$ cat config.mk
export PLATFORM = sky130hd
export DESIGN_NAME = uart_tx_feeder_flat
export DESIGN_NICKNAME = d
export VERILOG_FILES = /design/src/rtl/uart_pkg.sv /design/src/rtl/uart_tx_feeder_if.sv /design/src/rtl/uart_sync_fifo.sv /design/src/rtl/uart_tx_feeder.sv /design/src/flat_wrapper.sv
export SDC_FILE = /design/constraint.sdc
export NUM_CORES = 1
export LEC_CHECK = 0
export BUFFER_PORTS_ARGS = -buffer_cell sky130_fd_sc_hd__buf_2
export CAP_MARGIN = 20
export CELL_PAD_IN_SITES_DETAIL_PLACEMENT = 1
export CELL_PAD_IN_SITES_GLOBAL_PLACEMENT = 1
export CORE_MARGIN = 1.5
export CORE_UTILIZATION = 35
export DETAILED_ROUTE_END_ITERATION = 6
export GPL_ROUTABILITY_DRIVEN = 1
export GPL_TIMING_DRIVEN = 0
export PLACE_DENSITY = 0.65
export SLEW_MARGIN = 5
export SYNTH_ARGS = -nofsm -noshare
export SYNTH_HDL_FRONTEND = slang
export SYNTH_SLANG_ARGS = --single-unit
$ cat constraint.sdc
create_clock -name clk -period 4.2 [get_ports clk]
set_input_delay 1.05 -clock clk [delete_from_list [all_inputs] [get_ports clk]]
set_output_delay 1.05 -clock clk [all_outputs]
set_load 0.005 [all_outputs]
$ cat src/rtl/uart_pkg.sv
// Shared constants for the UART transmit path: FSM encodings, default byte
// width and the occupancy-counter width helper.
package uart_pkg;

  localparam int UART_DATA_WIDTH = 8;

  localparam logic [1:0] ST_IDLE      = 2'd0;
  localparam logic [1:0] ST_LAUNCH    = 2'd1;
  localparam logic [1:0] ST_WAIT_DONE = 2'd2;

  // Occupancy needs one extra bit so that a completely full FIFO is representable.
  function automatic int count_width(input int depth);
    return $clog2(depth) + 1;
  endfunction

endpackage

$ cat src/rtl/uart_tx_feeder_if.sv
// Producer write port and uart_interface transmit handshake bundled together.
interface uart_tx_feeder_if
  import uart_pkg::*;
#(
  parameter int DATA_WIDTH = UART_DATA_WIDTH
);

  logic                  wr_valid;
  logic [DATA_WIDTH-1:0] wr_data;
  logic                  wr_ready;
  logic                  tx_start;
  logic [DATA_WIDTH-1:0] tx_data_out;
  logic                  tx_busy;

  modport master (
    output wr_valid, wr_data, tx_busy,
    input  wr_ready, tx_start, tx_data_out
  );

  modport slave (
    input  wr_valid, wr_data, tx_busy,
    output wr_ready, tx_start, tx_data_out
  );

endinterface

$ cat src/rtl/uart_sync_fifo.sv
// Single-clock circular-buffer FIFO with occupancy count and full/empty flags.
module uart_sync_fifo
  import uart_pkg::*;
#(
  parameter int DATA_WIDTH = UART_DATA_WIDTH,
  parameter int DEPTH      = 16
) (
  input  logic                          clk,
  input  logic                          rst,
  input  logic                          push,
  input  logic [DATA_WIDTH-1:0]         push_data,
  input  logic                          pop,
  output logic [DATA_WIDTH-1:0]         head,
  output logic [count_width(DEPTH)-1:0] count,
  output logic                          full,
  output logic                          empty
);

  localparam int PW = $clog2(DEPTH);
  localparam int CW = count_width(DEPTH);

  logic [DATA_WIDTH-1:0] mem_r [DEPTH];
  logic [PW-1:0]         wr_ptr_r;
  logic [PW-1:0]         rd_ptr_r;
  logic [CW-1:0]         count_r;
  logic                  do_push_s;
  logic                  do_pop_s;

  assign full      = (count_r == CW'(DEPTH));
  assign empty     = (count_r == {CW{1'b0}});
  assign do_push_s = push && !full;
  assign do_pop_s  = pop && !empty;
  assign head      = mem_r[rd_ptr_r];
  assign count     = count_r;

  // Pointers wrap naturally because DEPTH is a power of two.
  always_ff @(posedge clk or posedge rst) begin
    if (rst) begin
      wr_ptr_r <= {PW{1'b0}};
      rd_ptr_r <= {PW{1'b0}};
      count_r  <= {CW{1'b0}};
    end else begin
      if (do_push_s) wr_ptr_r <= wr_ptr_r + PW'(1);
      if (do_pop_s)  rd_ptr_r <= rd_ptr_r + PW'(1);
      case ({do_push_s, do_pop_s})
        2'b10:   count_r <= count_r + CW'(1);
        2'b01:   count_r <= count_r - CW'(1);
        default: count_r <= count_r;
      endcase
    end
  end

  always_ff @(posedge clk) begin
    if (do_push_s) mem_r[wr_ptr_r] <= push_data;
  end

endmodule

$ cat src/rtl/uart_tx_feeder.sv
// Buffers producer bytes and feeds them one at a time into uart_interface,
// handshaking on tx_busy with a bounded wait for the transmitter to accept.
module uart_tx_feeder
  import uart_pkg::*;
#(
  parameter int DATA_WIDTH    = UART_DATA_WIDTH,
  parameter int DEPTH         = 16,
  parameter int START_TIMEOUT = 64
) (
  input  logic                          clk,
  input  logic                          rst,
  uart_tx_feeder_if.slave               bus,
  output logic [count_width(DEPTH)-1:0] fifo_count,
  output logic                          overflow_err,
  output logic                          timeout_err,
  output logic                          idle
);

  localparam int TW = $clog2(START_TIMEOUT + 1);

  logic [1:0]            state_r;
  logic [TW-1:0]         timer_r;
  logic                  tx_start_r;
  logic [DATA_WIDTH-1:0] tx_data_r;
  logic                  full_s;
  logic                  empty_s;
  logic                  push_s;
  logic                  pop_s;
  logic [DATA_WIDTH-1:0] head_s;

  assign push_s = bus.wr_valid && !full_s;
  assign pop_s  = (state_r == ST_IDLE) && !empty_s && !bus.tx_busy;

  uart_sync_fifo #(
    .DATA_WIDTH (DATA_WIDTH),
    .DEPTH      (DEPTH)
  ) u_fifo (
    .clk       (clk),
    .rst       (rst),
    .push      (push_s),
    .push_data (bus.wr_data),
    .pop       (pop_s),
    .head      (head_s),
    .count     (fifo_count),
    .full      (full_s),
    .empty     (empty_s)
  );

  assign bus.wr_ready    = !full_s;
  assign bus.tx_start    = tx_start_r;
  assign bus.tx_data_out = tx_data_r;
  assign idle            = (state_r == ST_IDLE) && empty_s;

  always_ff @(posedge clk or posedge rst) begin
    if (rst) overflow_err <= 1'b0;
    else     overflow_err <= bus.wr_valid && full_s;
  end

  // Launch handshake: tx_start is held until busy rises or the wait budget runs out.
  always_ff @(posedge clk or posedge rst) begin
    if (rst) begin
      state_r     <= ST_IDLE;
      timer_r     <= {TW{1'b0}};
      tx_start_r  <= 1'b0;
      tx_data_r   <= {DATA_WIDTH{1'b0}};
      timeout_err <= 1'b0;
    end else begin
      timeout_err <= 1'b0;
      case (state_r)
        ST_IDLE: begin
          if (pop_s) begin
            tx_data_r  <= head_s;
            tx_start_r <= 1'b1;
            timer_r    <= {TW{1'b0}};
            state_r    <= ST_LAUNCH;
          end
        end
        ST_LAUNCH: begin
          if (bus.tx_busy) begin
            tx_start_r <= 1'b0;
            state_r    <= ST_WAIT_DONE;
          end else if (timer_r == TW'(START_TIMEOUT - 1)) begin
            tx_start_r  <= 1'b0;
            timeout_err <= 1'b1;
            state_r     <= ST_IDLE;
          end else begin
            timer_r <= timer_r + TW'(1);
          end
        end
        ST_WAIT_DONE: begin
          if (!bus.tx_busy) state_r <= ST_IDLE;
        end
        default: begin
          tx_start_r <= 1'b0;
          state_r    <= ST_IDLE;
        end
      endcase
    end
  end

endmodule

$ cat src/flat_wrapper.sv
// flat-port wrapper written by rule: the top's interface ports become plain ports
module uart_tx_feeder_flat import uart_pkg::*;
#(
  parameter int DATA_WIDTH    = UART_DATA_WIDTH,
  parameter int DEPTH         = 16,
  parameter int START_TIMEOUT = 64
)
  (clk, rst, fifo_count, overflow_err, timeout_err, idle, bus_wr_valid, bus_wr_data, bus_tx_busy, bus_wr_ready, bus_tx_start, bus_tx_data_out);
  uart_tx_feeder_if #(.DATA_WIDTH(DATA_WIDTH)) bus_i ();
  input  logic clk;
  input  logic rst;
  output logic [count_width(DEPTH)-1:0] fifo_count;
  output logic overflow_err;
  output logic timeout_err;
  output logic idle;
  input wire logic [$bits(bus_i.wr_valid)-1:0] bus_wr_valid;
  input wire logic [$bits(bus_i.wr_data)-1:0] bus_wr_data;
  input wire logic [$bits(bus_i.tx_busy)-1:0] bus_tx_busy;
  output wire logic [$bits(bus_i.wr_ready)-1:0] bus_wr_ready;
  output wire logic [$bits(bus_i.tx_start)-1:0] bus_tx_start;
  output wire logic [$bits(bus_i.tx_data_out)-1:0] bus_tx_data_out;
  assign bus_i.wr_valid = bus_wr_valid;
  assign bus_i.wr_data = bus_wr_data;
  assign bus_i.tx_busy = bus_tx_busy;
  assign bus_wr_ready = bus_i.wr_ready;
  assign bus_tx_start = bus_i.tx_start;
  assign bus_tx_data_out = bus_i.tx_data_out;
  uart_tx_feeder #(.DATA_WIDTH(DATA_WIDTH), .DEPTH(DEPTH), .START_TIMEOUT(START_TIMEOUT)) u_core (.clk(clk), .rst(rst), .bus(bus_i), .fifo_count(fifo_count), .overflow_err(overflow_err), .timeout_err(timeout_err), .idle(idle));
endmodule
==> results of run 1 <==
[cells in the mapped netlist, types with 3 or more instances]
cell type / count / area [µm²]
a21oi_1: 10 / 50.1
buf_1: 4 / 15.0
buf_2: 4 / 20.0
buf_4: 3 / 22.5
buf_6: 6 / 67.6
clkbuf_1: 4 / 15.0
dfrtp_1: 33 / 826
edfxtp_1: 128 / 3840
ha_1: 9 / 113
inv_1: 6 / 22.5
mux2_2: 10 / 113
mux2i_1: 8 / 80.1
mux4_2: 32 / 721
nand2_1: 32 / 120
nand2b_1: 5 / 31.3
nor2_1: 19 / 71.3
nor3_1: 7 / 35.0
nor4_1: 3 / 18.8
o21ai_0: 18 / 90.1
o21ai_1: 4 / 20.0
xnor2_1: 7 / 61.3
xor2_1: 5 / 43.8
[layer usage]
metal	part of all wire (%)	wire length (µm)	GRT usage, %
met4	2.4	336	7.84
met5	0	0	0
met1	43	6140	19.1
met3	3.1	437	3.53
met2	51	7240	25.7
[report_power, final]
part | total, mW | internal, mW | leakage [nW] | switching, mW
Combinational | 1.49 | 0.683 | 0.876 | 0.805
Clock | 1.66 | 0.967 | 0.307 | 0.698
Sequential | 2.09 | 1.97 | 1.57 | 0.124
[per-stage QoR]
stage | worst slack (ns) | hold slack (ns) | total power, mW | area, µm² | utilization, %
after floorplan | 1.07 | 0.471 | 3.17 | 6630 | -
after global placement | 0.629 | 0.466 | 3.57 | 7070 | 37.9
after detailed placement | 0.497 | 0.471 | 3.65 | 7090 | 38.0
after CTS | 0.924 | 0.488 | 5.33 | 7730 | 41.4
after global routing | 0.784 | 0.500 | 5.51 | 7730 | 41.4
final | 0.964 | 0.477 | 5.25 | 7730 | 41.4
[cell families (layout without fill, tap and decap cells)]
logic type               after synthesis  count (layout)
flip-flops                           161             161
AO/OA/AOI/OAI                         44              44
buffers and inverters                 28              89
AND/OR/NAND/NOR                       80              80
adder cells (fa/ha/maj)                9               9
multiplexers                          51              51
XOR/XNOR                              12              12
[cell type report]
class	count	share of cell area [%]
clock inverter	15	2.75
inverter	7	0.340
timing repair buffer	29	1.88
buffer	21	1.81
tap	234	3.79
sequential	161	60.4
clock buffer	17	5.51
multi-input combinational	196	23.5
[flip-flops by register name, indices dropped and copies added (netlist names)]
| register | count |
|---|---|
| u_core.u_fifo.count | 5 |
| u_core.u_fifo.mem_r | 128 |
| u_core.state_r | 2 |
| u_core.timeout_err | 1 |
| u_core.bus.tx_data_out | 8 |
| u_core.bus.tx_start | 1 |
| u_core.u_fifo.wr_ptr_r | 4 |
| u_core.timer_r | 7 |
| u_core.overflow_err | 1 |
| u_core.u_fifo.rd_ptr_r | 4 |
[cells in the final DEF (no fill, tap or decap), types with 3 or more instances in the layout]
| cell | n |
|---|---|
| inv_1 | 5 |
| xnor2_1 | 7 |
| inv_8 | 5 |
| nor2_1 | 19 |
| clkbuf_1 | 4 |
| nor3_1 | 3 |
| mux2_2 | 10 |
| nor3_2 | 4 |
| inv_6 | 4 |
| ha_1 | 9 |
| clkbuf_16 | 17 |
| dfrtp_1 | 33 |
| nand2_1 | 32 |
| buf_2 | 33 |
| buf_6 | 6 |
| a21oi_1 | 10 |
| edfxtp_1 | 128 |
| bufinv_16 | 3 |
| nor4_1 | 3 |
| o21ai_0 | 18 |
| mux4_2 | 32 |
| buf_4 | 3 |
| o21ai_1 | 4 |
| buf_1 | 4 |
| xor2_1 | 5 |
| nand2b_1 | 5 |
| mux2i_1 | 8 |
[worst max-delay path by stage]
stage	startpoint	end	slack [ns]	cells past startpoint
final	u_core.u_fifo.count[1]	u_core.u_fifo.count[4]	0.96	15
after global routing	u_core.u_fifo.count[1]	u_core.u_fifo.count[4]	0.78	15
after CTS	u_core.u_fifo.count[1]	u_core.u_fifo.count[4]	0.92	15
after detailed placement	bus_tx_busy	u_core.u_fifo.count[4]	0.50	13
after global placement	bus_tx_busy	u_core.u_fifo.count[4]	0.63	13
after floorplan	bus_tx_busy	u_core.u_fifo.count[4]	1.07	12
[tightest hold or removal path, cell delays in order, from the launching register on]
cell     delay [ns]
dfrtp_1        0.34
nand2_1        0.05
o21ai_0        0.06
==> results.json, run 1 <==
{
  "dr_total_vias": 3534,
  "r2r_slack_ns": 0.96,
  "synth_mux_area_share_pct": 14.0,
  "critPathMaxFanout": 10,
  "gr-total-overflow": 0,
  "synth_xor_area_share_pct": 1.58,
  "grt_antenna_before_repair": 0,
  "whs_endpoint": "u_core.bus.tx_data_out[6]",
  "seq_area_frac_synth_pct": 70.4,
  "synth_top_flop_cell": "edfxtp_1",
  "post_route_cells_drive_above_1_share_pct": 28.5,
  "slowest_stage": "or4_4",
  "core-area_um2": 18600,
  "drc": 0,
  "post_cts_buffers": 0,
  "timing.rr.end": "u_core.u_fifo.count[4]",
  "maxCapViolCount": 0,
  "antenna_cells": 0,
  "crit_family": "simple AND/OR/NAND/NOR gates",
  "syn_area_um2": 6630,
  "place_congestion": 0.761,
  "post-route-period-util_pct": 77.0,
  "critPathArrivalTime_ns": 3.56,
  "crit_type": "flop to flop",
  "root_buffer": "clkbuf_16",
  "yosys.area_share.simple_pct": 5.83,
  "routed_wl_um": 14200,
  "clock_sinks": 161,
  "synth-compound-area-share_pct": 3.96,
  "vias_per_cell": 5.20,
  "ys_seq_elements": 161,
  "num_rows": 50,
  "reg2reg_from": "u_core.u_fifo.count[1]",
  "avgSynthCellArea_um2": 17.2,
  "die_area_um2": 19800,
  "cts.htree.levels": 4,
  "setup_tns_ns": 0,
  "cp-start-kind": "flop",
  "drv_slew": 0,
  "ys_warn_count": 0,
  "yosysUniqueCellTypes": 45,
  "synth_edf_count": 128,
  "grt_pass1_vias": 3789,
  "crit_path_end_kind": "flop",
  "die_width_um": 141,
  "area_growth_syn_to_layout_pct": 16.5,
  "numCtsBuffers": 17,
  "final_cells": 680,
  "powerDensity_nw_per_um2": 679,
  "grt_usage_pct": 15.5,
  "cp_slowest_stage_delay_ns": 0.52,
  "fillers": 1853,
  "io_pins": 30,
  "vdd_drop_max_mv": 0.372,
  "seq_area_um2": 4670,
  "status": "complete, no violations",
  "ys_async_sr_fraction_pct": 20.5,
  "io_buffers": 29,
  "grt_pass1_wl_um": 22000,
  "yosys.area_share.adder_pct": 1.70,
  "multi_input_area_um2": 1820,
  "setup_viol": 0,
  "nNetsFinal": 454,
  "post_cts_resize_count": 0,
  "netlist_instances": 385,
  "timing.final.crit_period_ns": 3.24,
  "hp-start": "u_core.bus.tx_data_out[6]",
  "crit_chain": "buf_6 > or4_4 > nor2_1 > or4_1 > buf_6 > inv_2 > ha_1 > clkbuf_1 > xor2_1 > ha_1 > a211oi_1 > a21oi_1 > nand2_1 > a21oi_1 > xor2_1",
  "post_drt_wl_per_cell_um": 20.8,
  "place_inst": 648,
  "cts_hold_buffers": 0,
  "cts.reportedPaths.clkPinSlew_ns": 0.07,
  "dr.first_iter.drc_count": 242,
  "hold_class": "flop to flop",
  "dr.pass1.iters": 4,
  "cp_num_buf_inv": 4,
  "max_freq_ghz": 0.309,
  "rsz0062_at_grt": "no",
  "start_util_pct": 35.6,
  "hpwl_um": 9310,
  "skew_ns": 0.0106,
  "tightest_slew_ns": 0.972,
  "clock_path_buffers": 2,
  "die_h_um": 141,
  "grt_start_max_net_pins": 34,
  "synth_top_family_by_area": "multiplexers",
  "hold_viol": 0,
  "p_leak_nw": 2.75,
  "hold_depth": 2,
  "ff2ff_path_depth": 15,
  "syn-num-nets": 406,
  "ant_nets": 0,
  "relSlewSlack_pct": 35.0,
  "clock_latency_ns": 0.44,
  "tritoncts": "yes",
  "required_ns": 4.52
}
Power figures use the tool's default switching activity.
==> run 2: changes to the inputs <==
==> constraint.sdc (replaced) <==
create_clock -name clk -period 3.2 [get_ports clk]
set_input_delay 0.8 -clock clk [delete_from_list [all_inputs] [get_ports clk]]
set_output_delay 0.8 -clock clk [all_outputs]
set_load 0.005 [all_outputs]
==> run 2 against run 1 <==
Net effect:
- global-route usage did not move
- critical endpoint unchanged
- hold slack barely moved
- design area barely moved
- clock skew fell by 0.0018 ns
- die area did not move
- register-to-register slack got worse by 0.81 ns
- clock power rose by 32%
- utilization barely moved
- power rose by 31%
- sequential power rose by 32%
- largest power group unchanged
- via count rose by 0.34%
==> results.json, run 2 (same netlist as run 1, synthesis figures left out) <==
{
  "root_buffer": "clkbuf_16",
  "drc": 0,
  "grt_antenna_before_repair": 0,
  "tightest_slew_ns": 0.982,
  "relSlewSlack_pct": 34.3,
  "dr.pass1.iters": 5,
  "timing.rr.end": "u_core.u_fifo.count[4]",
  "hold_depth": 2,
  "fin_util_pct": 41.4,
  "crit_family": "simple AND/OR/NAND/NOR gates",
  "rsz0062_at_grt": "no",
  "maxCapViolCount": 0,
  "p_leak_nw": 2.75,
  "crit_type": "flop to flop",
  "cp_slowest_stage_delay_ns": 0.52,
  "grt_pass1_vias": 3787,
  "grt_start_max_net_pins": 34,
  "slowest_stage": "or4_4",
  "clockPowerShare_pct": 31.7,
  "fillers": 1852,
  "seq_area_um2": 4670,
  "hold_viol": 0,
  "switching_share_pct": 31.0,
  "numCtsBuffers": 17,
  "clock_sinks": 161,
  "crit_path_end_kind": "flop",
  "clock_path_buffers": 2,
  "die_h_um": 141,
  "power.total_mw": 6.89,
  "setup_viol": 0,
  "p_seq_share_pct": 39.9,
  "critPathArrivalTime_ns": 3.36,
  "start_util_pct": 35.6,
  "die_width_um": 141,
  "cp-start-kind": "flop",
  "required_ns": 3.52,
  "ff2ff_path_depth": 14,
  "design_area_um2": 7730,
  "area_growth_syn_to_layout_pct": 16.5,
  "io_buffers": 29,
  "p_comb_share_pct": 28.4,
  "crit_chain": "buf_6 > or4_4 > nor2_1 > or4_1 > buf_6 > inv_2 > ha_2 > xor2_1 > ha_1 > a211oi_1 > a21oi_1 > nand2_1 > a21oi_1 > xor2_1",
  "reg2reg_from": "u_core.u_fifo.count[1]",
  "layout_common_cells": "128 x edfxtp_1, 33 x buf_2, 33 x dfrtp_1",
  "die_area_um2": 19800,
  "largest_reg_flops": 128,
  "ant_nets": 0,
  "switchingPower_mw": 2.14,
  "whs_endpoint": "u_core.bus.tx_data_out[6]",
  "regMostFlops": "u_core.u_fifo.mem_r",
  "hold_class": "flop to flop",
  "status": "complete, no violations",
  "dr.first_iter.drc_count": 240,
  "dr_total_vias": 3546,
  "place_congestion": 0.761,
  "antenna_cells": 0,
  "hpwl_um": 9310,
  "vias_per_cell": 5.22,
  "intPower_mw": 4.75,
  "gr-total-overflow": 0,
  "cp_num_buf_inv": 3,
  "final_common_cell": "edfxtp_1",
  "dpl_cell_area_um2": 7090,
  "core-area_um2": 18600,
  "critPathMaxFanout": 10,
  "io_pins": 30,
  "post_route_cells_drive_above_1_share_pct": 28.8,
  "hp-start": "u_core.bus.tx_data_out[6]",
  "num_rows": 50,
  "max_freq_ghz": 0.329,
  "grt_usage_pct": 15.5,
  "post-route-period-util_pct": 95.1,
  "powerDensity_nw_per_um2": 892,
  "clock_latency_ns": 0.44,
  "nNetsFinal": 453,
  "cts.htree.levels": 4,
  "cts.reportedPaths.clkPinSlew_ns": 0.07,
  "post_drt_wl_per_cell_um": 20.9,
  "skew_ns": 0.00879,
  "timing.final.crit_period_ns": 3.04,
  "tritoncts": "yes",
  "r2r_slack_ns": 0.16,
  "routed_wl_um": 14200,
  "grt_pass1_wl_um": 22000,
  "setup_tns_ns": 0,
  "post_cts_buffers": 0,
  "multi_input_area_um2": 1820,
  "vdd_drop_max_mv": 0.487,
  "drv_slew": 0
}
run 2: worst min-delay path, stage by stage (launching register included):
cell and delay [ns]:
dfrtp_1 0.34, nand2_1 0.05, o21ai_0 0.06
run 2: layer usage:
metal  track usage, %  up-vias  share of wire, %
met5                0        -                 0
met4             7.84        0               2.6
met3             3.53       27               3.1
met2             25.7       72                51
met1             19.1     1854                43
li1                 -     1593                 -
run 2: area by class of cell:
type | instances | area share (%)
flip-flops and latches | 161 | 60.4
clock buffers | 17 | 5.51
multi-input cells | 196 | 23.5
clock inverters | 15 | 2.75
inverters | 7 | 0.340
repair buffers | 29 | 1.88
plain buffers | 20 | 1.77
well taps | 234 | 3.79
run 2: power groups by stage:
| stage | sequential (mW) | clock (mW) | combinational (mW) |
|---|---|---|---|
| finish | 2.75 | 2.19 | 1.95 |
| global route | 2.78 | 2.29 | 2.16 |
| CTS | 2.75 | 2.24 | 2.00 |
| detailed placement | 2.79 | 0 | 1.99 |
| global placement | 2.77 | 0 | 1.92 |
| floorplan | 2.75 | 0 | 1.41 |
run 2: timing repair:
item | 4_1_cts | 5_1_grt
gates cloned | 0 | 0
endpoints found under the setup margin | 1 | 1
hold buffers | 0 | 0
resized for setup | 0 | 1
run 2: worst max-delay path by stage:
stage,start,end,slack [ns],cells past startpoint
2_1_floorplan,bus_tx_busy,u_core.u_fifo.count[4],0.32,12
3_3_place_gp,bus_tx_busy,u_core.u_fifo.count[4],-0.12,13
3_5_place_dp,bus_tx_busy,u_core.u_fifo.count[4],-0.25,13
4_1_cts,u_core.u_fifo.count[1],u_core.u_fifo.count[4],0.03,14
5_1_grt,u_core.u_fifo.count[1],u_core.u_fifo.count[4],0.01,14
6_report,u_core.u_fifo.count[1],u_core.u_fifo.count[4],0.16,14
run 2: per-stage QoR:
step                      std cells  worst slack, ns  hold WS [ns]
after floorplan                 385            0.317         0.471
after global placement          648           -0.121         0.466
after detailed placement        648           -0.253         0.471
after CTS                       679           0.0256         0.488
after global routing            679           0.0132         0.500
final                           679            0.157         0.477
==> run 3: changes to the inputs <==
--- a/config.mk
+++ b/config.mk
@@ -5,16 +5,17 @@
 export SDC_FILE = /design/constraint.sdc
 export NUM_CORES = 1
 export LEC_CHECK = 0
+export ABC_AREA = 1
 export BUFFER_PORTS_ARGS = -buffer_cell sky130_fd_sc_hd__buf_2
 export CAP_MARGIN = 20
 export CELL_PAD_IN_SITES_DETAIL_PLACEMENT = 1
 export CELL_PAD_IN_SITES_GLOBAL_PLACEMENT = 1
 export CORE_MARGIN = 1.5
-export CORE_UTILIZATION = 35
+export CORE_UTILIZATION = 39
 export DETAILED_ROUTE_END_ITERATION = 6
 export GPL_ROUTABILITY_DRIVEN = 1
 export GPL_TIMING_DRIVEN = 0
-export PLACE_DENSITY = 0.65
+export PLACE_DENSITY = 0.75
 export SLEW_MARGIN = 5
 export SYNTH_ARGS = -nofsm -noshare
 export SYNTH_HDL_FRONTEND = slang
==> run 3 against run 2 <==
Net effect:
- the flow now finishes with violations (DRC)
- count of clock-buffer cells in the layout increased by 4
- register-to-register slack gained 0.26 ns
- critical path depth is 4 higher
==> results.json, run 3 <==
{
  "status": "finished with violations",
  "violations": "DRC",
  "crit_type": "flop to flop",
  "clockPowerShare_pct": 25.4,
  "synth.top_cells.by_area": "edfxtp_1 53%, nand2_1 12%, dfrtp_1 11%",
  "seq_area_frac_synth_pct": 64.5,
  "antenna_cells": 0,
  "ys_async_sr_fraction_pct": 20.5,
  "max_freq_ghz": 0.359,
  "grt_antenna_before_repair": 0,
  "numCtsBuffers": 17,
  "p_seq_share_pct": 37.3,
  "synth_top_area_share_pct": 53.1,
  "skew_ns": 0.0115,
  "post_cts_resize_count": 0,
  "crit_family": "simple AND/OR/NAND/NOR gates",
  "dr.first_iter.drc_count": 340,
  "cts.reportedPaths.clkPinSlew_ns": 0.06,
  "crit_top_cell": "nand2_1",
  "nNetsFinal": 810,
  "powerDensity_nw_per_um2": 895,
  "required_ns": 3.52,
  "cts.htree.levels": 4,
  "power.total_mw": 7.40,
  "die_width_um": 139,
  "cts_hold_buffers": 0,
  "dr_total_vias": 5165,
  "switchingPower_mw": 2.91,
  "grt_pass1_vias": 5462,
  "setup_tns_ns": 0,
  "root_buffer": "clkbuf_16",
  "rsz0062_at_grt": "no",
  "critPathMaxFanout": 11,
  "design_area_um2": 8270,
  "post_route_cells_drive_above_1_share_pct": 13.0,
  "drv_slew": 0,
  "vdd_drop_max_mv": 0.461,
  "syn_area_um2": 7240,
  "grt_start_max_net_pins": 34,
  "io_pins": 30,
  "die_area_um2": 19400,
  "routed_wl_um": 19400,
  "cp-start-kind": "flop",
  "timing.final.crit_period_ns": 2.78,
  "grt_usage_pct": 21.3,
  "die_h_um": 139,
  "crit_chain": "nor2_1 > nand4_1 > nand2_2 > buf_2 > ha_1 > clkbuf_2 > nand2_1 > inv_1 > nor2_1 > ha_1 > a21oi_1 > nor2_1 > nand2_1 > nand2_1 > nand2_1 > nand2_1 > nand2_1 > nand2_1",
  "final_common_cell": "nand2_1",
  "yosysUniqueCellTypes": 32,
  "switching_share_pct": 39.2,
  "hold_class": "flop to flop",
  "ys_seq_elements": 161,
  "tightest_slew_ns": 0.999,
  "gr-total-overflow": 0,
  "post-route-period-util_pct": 86.9,
  "dr.pass1.iters": 7,
  "crit_path_end_kind": "flop",
  "clock_latency_ns": 0.43,
  "io_buffers": 29,
  "synth_top_flop_cell": "edfxtp_1",
  "p_leak_nw": 3.74,
  "cp_slowest_stage_delay_ns": 0.43,
  "grt_pass1_wl_um": 30500,
  "post_drt_wl_per_cell_um": 18.9,
  "maxCapViolCount": 0,
  "hold_viol": 0,
  "clock_sinks": 161,
  "drc": 3,
  "largest_reg_flops": 128,
  "vias_per_cell": 5.01,
  "tritoncts": "yes",
  "synth_most_common_cell": "nand2_1",
  "yosysTopAreaCell": "edfxtp_1",
  "ys_warn_count": 0,
  "num_rows": 49,
  "clock_path_buffers": 2,
  "area_growth_syn_to_layout_pct": 14.2,
  "p_comb_share_pct": 37.3,
  "netlist_instances": 732,
  "ys_top_cells_by_count": "234 x nand2_1, 128 x edfxtp_1, 120 x inv_1",
  "layout_common_cells": "234 x nand2_1, 128 x edfxtp_1, 119 x inv_1",
  "place_congestion": 0.849,
  "synth_edf_count": 128,
  "start_util_pct": 40.1,
  "ant_nets": 0,
  "syn-num-nets": 753,
  "core-area_um2": 18100,
  "post_cts_buffers": 0,
  "slowest_stage": "dfrtp_1",
  "dpl_cell_area_um2": 7720,
  "regMostFlops": "u_core.u_fifo.mem_r",
  "intPower_mw": 4.50,
  "critPathArrivalTime_ns": 3.10,
  "setup_viol": 0,
  "relSlewSlack_pct": 33.1,
  "hpwl_um": 13100,
  "avgSynthCellArea_um2": 9.90,
  "cp_num_buf_inv": 3
}
## run 3: cell count changes after synthesis, sizes merged, moves of 11 or more
cell / delta
o21ai: -12
mux2: -11
nand2: +207
mux4: -32
nand3: +106
inv: +115
## run 3: power by group through the flow
| stage | clock [mW] | combinational [mW] | sequential (mW) |
|---|---|---|---|
| finish | 1.88 | 2.76 | 2.76 |
| global route | 1.99 | 3.09 | 2.79 |
| CTS | 1.91 | 2.75 | 2.76 |
| detailed placement | 0 | 2.72 | 2.80 |
| global placement | 0 | 2.63 | 2.79 |
| floorplan | 0 | 1.76 | 2.77 |
## run 3: worst register-to-register path, stage by stage (launching register included)
cell      delay (ns)
dfrtp_1         0.43
nor2_1          0.17
nand4_1         0.20
nand2_2         0.21
buf_2           0.32
ha_1            0.20
clkbuf_2        0.17
nand2_1         0.08
inv_1           0.07
nor2_1          0.05
ha_1            0.17
a21oi_1         0.18
nor2_1          0.09
nand2_1         0.08
nand2_1         0.05
nand2_1         0.05
nand2_1         0.05
nand2_1         0.05
nand2_1         0.05
## run 3: cell type report
type                            instances  area [µm²]
Buffer                                 29         169
Clock buffer                           21         440
Clock inverter                         10        88.8
Fill cell                            2045        9810
Inverter                              123         462
Multi-Input combinational cell        419        1960
Sequential cell                       161        4670
Tap cell                              229         287
Timing Repair Buffer                   38         198
## run 3: path summary, 6_finish.rpt
kind,startpoint,endpoint,slack [ns],depth (start not counted)
worst max register to register,u_core.u_fifo.count[0],u_core.u_fifo.count[4],0.42,18
worst min register to register,u_core.bus.tx_data_out[2],u_core.bus.tx_data_out[2],0.48,2
worst min-delay path,u_core.bus.tx_data_out[2],u_core.bus.tx_data_out[2],0.48,2
worst max-delay path,u_core.u_fifo.count[0],u_core.u_fifo.count[4],0.42,18
max in group asynchronous,rst,u_core.u_fifo.rd_ptr_r[2],2.21,2
min in group asynchronous,rst,u_core.timer_r[6],0.51,2
## run 3: metrics by stage
| stage | hold slack, ns | std cells | utilization (%) | setup WS, ns |
|---|---|---|---|---|
| detailed placement | 0.468 | 995 | 42.7 | 0.240 |
| global route | 0.505 | 1030 | 45.7 | 0.0880 |
| CTS | 0.484 | 1026 | 45.6 | 0.400 |
| finish | 0.476 | 1030 | 45.7 | 0.418 |
| floorplan | 0.464 | 732 | - | 0.702 |
| global placement | 0.460 | 990 | 42.4 | 0.281 |
## run 3: logic make-up after synthesis
logic type / Yosys count / synth area share, %
fa+ha+maj: 9 / 1.55
flops: 161 / 64.5
buf+inv: 152 / 8.70
simple gates: 385 / 22.8
xor+xnor: 11 / 1.33
compound gates: 14 / 1.19
## run 3: routing by layer
metal | global-route usage, % | vias up | wire [µm]
li1 | - | 2471 | -
met1 | 27.2 | 2526 | 8810
met2 | 34.5 | 130 | 9000
met3 | 5.33 | 38 | 1030
met4 | 8.96 | 0 | 576
met5 | 0 | - | 0
